**src/rtl/downsampler2.sv**
```systemverilog
// Streaming 2x2 box-filter decimator: one rounded-average pixel per 2x2 block,
// written to an external FIFO; a dropped write sets a sticky overflow flag.
module downsampler2 #(
  parameter int WIDTH  = 800,
  parameter int HEIGHT = 600
) (
  input  logic       clock,
  input  logic       reset,
  input  logic       valid,
  input  logic [7:0] data,
  input  logic       fifo_full,
  output logic [7:0] dataout,
  output logic       validout,
  output logic       overflow,
  output logic [9:0] current_colcount,
  output logic [9:0] current_rowcount
);

  localparam int HALF = WIDTH / 2;
  localparam int AW   = (HALF > 1) ? $clog2(HALF) : 1;
  localparam logic [9:0] COL_LAST = 10'(WIDTH - 1);
  localparam logic [9:0] ROW_LAST = 10'(HEIGHT - 1);

  logic [9:0]    col_r;
  logic [9:0]    row_r;
  logic [7:0]    hold_r;
  logic [8:0]    line_buf_r [HALF];
  logic [7:0]    dataout_r;
  logic          validout_r;
  logic          overflow_r;

  logic [9:0]    col_next_s;
  logic [9:0]    row_next_s;
  logic [AW-1:0] buf_idx_s;
  logic [8:0]    hsum_s;
  logic [9:0]    total_s;
  logic [7:0]    avg_s;
  logic          out_slot_s;
  logic          buf_wr_s;

  // Next raster position, pair sums and the rounded block average.
  always_comb begin
    col_next_s = col_r;
    row_next_s = row_r;
    if (col_r == COL_LAST) begin
      col_next_s = 10'd0;
      if (row_r == ROW_LAST) begin
        row_next_s = 10'd0;
      end else begin
        row_next_s = row_r + 10'd1;
      end
    end else begin
      col_next_s = col_r + 10'd1;
    end
    buf_idx_s  = col_r[AW:1];
    hsum_s     = {1'b0, hold_r} + {1'b0, data};
    total_s    = {1'b0, line_buf_r[buf_idx_s]} + {1'b0, hsum_s};
    // Sum of four 8-bit pixels plus 2 never exceeds 1022, so 10 bits cannot wrap.
    avg_s      = 8'((total_s + 10'd2) >> 2);
    out_slot_s = valid & col_r[0] & row_r[0];
    buf_wr_s   = valid & col_r[0] & ~row_r[0];
  end

  // Position counters, horizontal hold register and output/overflow registers.
  always_ff @(posedge clock) begin
    if (reset) begin
      col_r      <= 10'd0;
      row_r      <= 10'd0;
      hold_r     <= 8'd0;
      dataout_r  <= 8'd0;
      validout_r <= 1'b0;
      overflow_r <= 1'b0;
    end else begin
      if (valid) begin
        col_r <= col_next_s;
        row_r <= row_next_s;
        if (!col_r[0]) begin
          hold_r <= data;
        end
      end
      validout_r <= out_slot_s & ~fifo_full;
      if (out_slot_s && !fifo_full) begin
        dataout_r <= avg_s;
      end
      if (out_slot_s && fifo_full) begin
        overflow_r <= 1'b1;
      end
    end
  end

  // Even-row pair sums; contents persist across reset and are rewritten every even row.
  always_ff @(posedge clock) begin
    if (!reset && buf_wr_s) begin
      line_buf_r[buf_idx_s] <= hsum_s;
    end
  end

  assign dataout          = dataout_r;
  assign validout         = validout_r;
  assign overflow         = overflow_r;
  assign current_colcount = col_r;
  assign current_rowcount = row_r;

endmodule

```
**config.mk**
```make
export PLATFORM = sky130hd
export DESIGN_NAME = downsampler2
export DESIGN_NICKNAME = d
export VERILOG_FILES = /design/src/rtl/downsampler2.sv
export SDC_FILE = /design/constraint.sdc
export NUM_CORES = 2
export LEC_CHECK = 0
export CORE_MARGIN = 4
export CORE_UTILIZATION = 35
export DETAILED_ROUTE_END_ITERATION = 8
export PLACE_DENSITY = 0.49
export SYNTH_ARGS = -nofsm -noshare
export SYNTH_HDL_FRONTEND = slang
export SYNTH_SLANG_ARGS = --single-unit
```
**constraint.sdc**
```tcl
create_clock -name clock -period 59.9 [get_ports clock]
set_input_delay 11.98 -clock clock [delete_from_list [all_inputs] [get_ports clock]]
set_output_delay 11.98 -clock clock [all_outputs]
set_load 0.02 [all_outputs]
```
==> results_dict.tcl <==
set metrics [dict create \
    status "completed" \
    relSlewSlack_pct 13.8 \
    clock.fmax_ghz 0.0600 \
    fin_skew_ns 0.0450 \
    post-route-drc-count 0 \
    ctsResizeCount 0 \
    holdPathStages 2 \
    place.gp.congestion 0.796 \
    arrival_ns 17.25 \
    io_pins 42 \
    wl_met3_mm 23.3 \
    slowest_delay_ns 0.90 \
    rrSetupSlack_ns 49.58 \
    syn-mean-instance-area_um2 23.3 \
    hp-class "reg -> reg" \
    p_sw_share_pct 21.4 \
    ant_nets 0 \
    dr.pass1.iters 5 \
    antenna_found_initial 15 \
    wl_met1_mm 164 \
    critPathLaunchType "primary input" \
    initial_core_util_pct 35.1 \
    drv_slew 0 \
    synth_edf_count 3600 \
    synthCells 6054 \
    place_area_mm2 0.148 \
    setup_violations 0 \
    peakVddDrop_mv 0.0239 \
    pwr-share-comb_pct 5.0 \
    p_seq_share_pct 51.5 \
    reg2reg_depth 28 \
    drive_above_1_share_pct 28.9 \
    grt_usage_pct 17.9 \
    area_delta_synth_final_pct 14.1 \
    finish.instance_area_mm2 0.161 \
    die_h_um 643 \
    critical_path_required_ns 60.48 \
    leakage_uw 0.0474 \
    cpMaxStageDelayCell "buf_4" \
    grt_max_degree 201 \
    vias 64585 \
    synthTopCellsByCount "edfxtp_1, mux4_2, nor2_1" \
    fin_nets 6336 \
    cts_sinks 3647 \
    synth_top_area_cell "edfxtp_1" \
    drt_wl_total_mm 377 \
    cts_tree "built" \
    cts.htree.levels 5 \
    post-synth-top-count-cell "edfxtp_1" \
    max_cap_viol_count 0 \
    ys_seq_elements 3647 \
    synth_cell_type_count 60 \
    numCtsBuffers 393 \
    vias_per_cell 5.42 \
    crit_path_cell_trace "clkdlybuf4s50_1, ha_4, inv_1, fa_1, inv_1, a21oi_1, o21ai_0, a21oi_1, nor2_1, nor2_1, xnor2_2, buf_4, buf_4, buf_4" \
    dr_wl_met2_mm 181 \
    dpl.hpwl_mm 224 \
    internal_power_uw 4420 \
    worst_path_dominant_cell_family "buffers and inverters" \
    clock_path_buffers 4 \
    cts_setup_buffers 0 \
    p_sw_uw 1200 \
    synth_seq_area_share_pct 77.2 \
    setup_tns_ns 0 \
    crit_buf_inv 6 \
    pwr_density_cell_mw_per_mm2 34.9 \
    grt_pass1_wl_mm 532 \
    min_period_over_period_pct 27.8 \
    crit_top_cell "buf_4" \
    cp-end-kind "flip-flop" \
    netlist_area_mm2 0.141 \
    port_buffers 41 \
    rsz0062_at_grt "no" \
    grt_overflow 0 \
    synth_top_area_share_pct 76.5 \
    die_area_mm2 0.414 \
    async_reset_ff_share_pct 0 \
    syn-num-nets 6093 \
    insertion_delay_ns 0.95 \
    drt-initial-drc-count 6596 \
    yosys-top-cells-area "edfxtp_1, mux4_2, nor2_1" \
    synth_flop_cell "edfxtp_1" \
    finalHoldViolCount 0 \
    finalCriticalPeriod_ns 16.67 \
    postCtsHoldBufs 0 \
    crit_fanout 96 \
    clock-root-buffer "clkbuf_16" \
    core_area_mm2 0.402 \
    highest_layer "met4" \
    clkTransAtPathRegs_ns 0.06 \
    ys_warn_count 0 \
    die_w_um 643 \
    rows 233 \
    wl_per_cell_um 31.6 \
    critical_path_class "in -> reg" \
    path_depth 14 \
    clkPwrFrac_pct 43.5 \
    tightest_slew_ns 1.29 \
    grt_pass1_vias 66456 \
]
[layout make-up]
| type | instances | area (um^2) |
|---|---|---|
| tap | 5287 | 6620 |
| antenna | 6 | 15.0 |
| sequential | 3647 | 109000 |
| clock inverter | 238 | 2470 |
| timing repair buffer | 201 | 1810 |
| clock buffer | 481 | 10400 |
| fill | 35163 | 241000 |
| multi-input combinational | 2037 | 30700 |
| inverter | 17 | 81.3 |
[final timing paths]
kind	startpoint	end
max	data[0]	line_buf_r[157][6]$_DFFE_PP_
min	hold_r[7]$_SDFFE_PP0P_	hold_r[7]$_SDFFE_PP0P_
max reg2reg	flip-flop	dataout[7]$_SDFFE_PP0P_
min reg2reg	hold_r[7]$_SDFFE_PP0P_	hold_r[7]$_SDFFE_PP0P_
[worst min-delay path: stages (launching register included)]
cell	delay (ns)
dfxtp_1	0.31
nand2_1	0.05
a21oi_1	0.05
[registers in the layout (all words and copies together) (netlist names), named ones only]
name,count
line_buf_r,3600
dataout,8
current_rowcount,10
overflow,1
current_colcount,10
validout,1
hold_r,8
[cell usage in the layout, fill, tap and decap left out, types with 18 or more instances in the layout]
cell type	synthesis	routed
buf_4	54	144
nor2_1	445	442
nor2b_1	21	19
bufinv_16	0	49
clkinv_1	1	90
a21oi_1	29	29
ha_1	25	24
dfxtp_1	47	40
o21ai_0	24	23
mux4_2	1140	1140
clkdlybuf4s50_1	0	41
edfxtp_1	3600	3600
clkbuf_1	155	74
clkinv_2	0	74
a211oi_1	18	18
clkbuf_16	0	403
nand2_1	106	93
mux2i_1	50	50
[cells by family after synthesis]
family,after synthesis,share of synthesized area [%]
AO/OA/AOI/OAI,124,0.572
XOR/XNOR,27,0.167
adder cells (fa/ha/maj),27,0.250
buffers and inverters,370,1.28
flip-flops,3647,77.2
multiplexers,1206,18.7
AND/OR/NAND/NOR,653,1.91
[per-stage QoR]
step / hold WS (ns) / worst slack (ns) / power, uW / util, % / cells
finish: 0.463 / 43.23 / 5620 / 40.1 / 11914
global route: 0.487 / 43.08 / 5800 / 40.1 / 11909
CTS: 0.462 / 43.44 / 5680 / 40.1 / 11908
detailed placement: 0.454 / 42.43 / 3240 / 36.9 / 11189
global placement: 0.452 / 42.47 / 3230 / 36.8 / 11187
floorplan: 0.440 / 32.70 / 3190 / - / 6054
[power groups by stage]
stage	sequential, uW	combinational [uW]	clock, uW
global placement	2950	280	0
floorplan	3030	162	0
CTS	2900	288	2490
global route	2890	302	2600
finish	2900	280	2440
detailed placement	2950	289	0
[layer usage]
layer / vias to the layer above / GRT usage [%]
li1: 26291 / -
met1: 35847 / 25.7
met2: 1993 / 28.7
met3: 454 / 3.07
met4: 0 / 3.93
met5: - / 0
(Power assumes the default switching activity.)
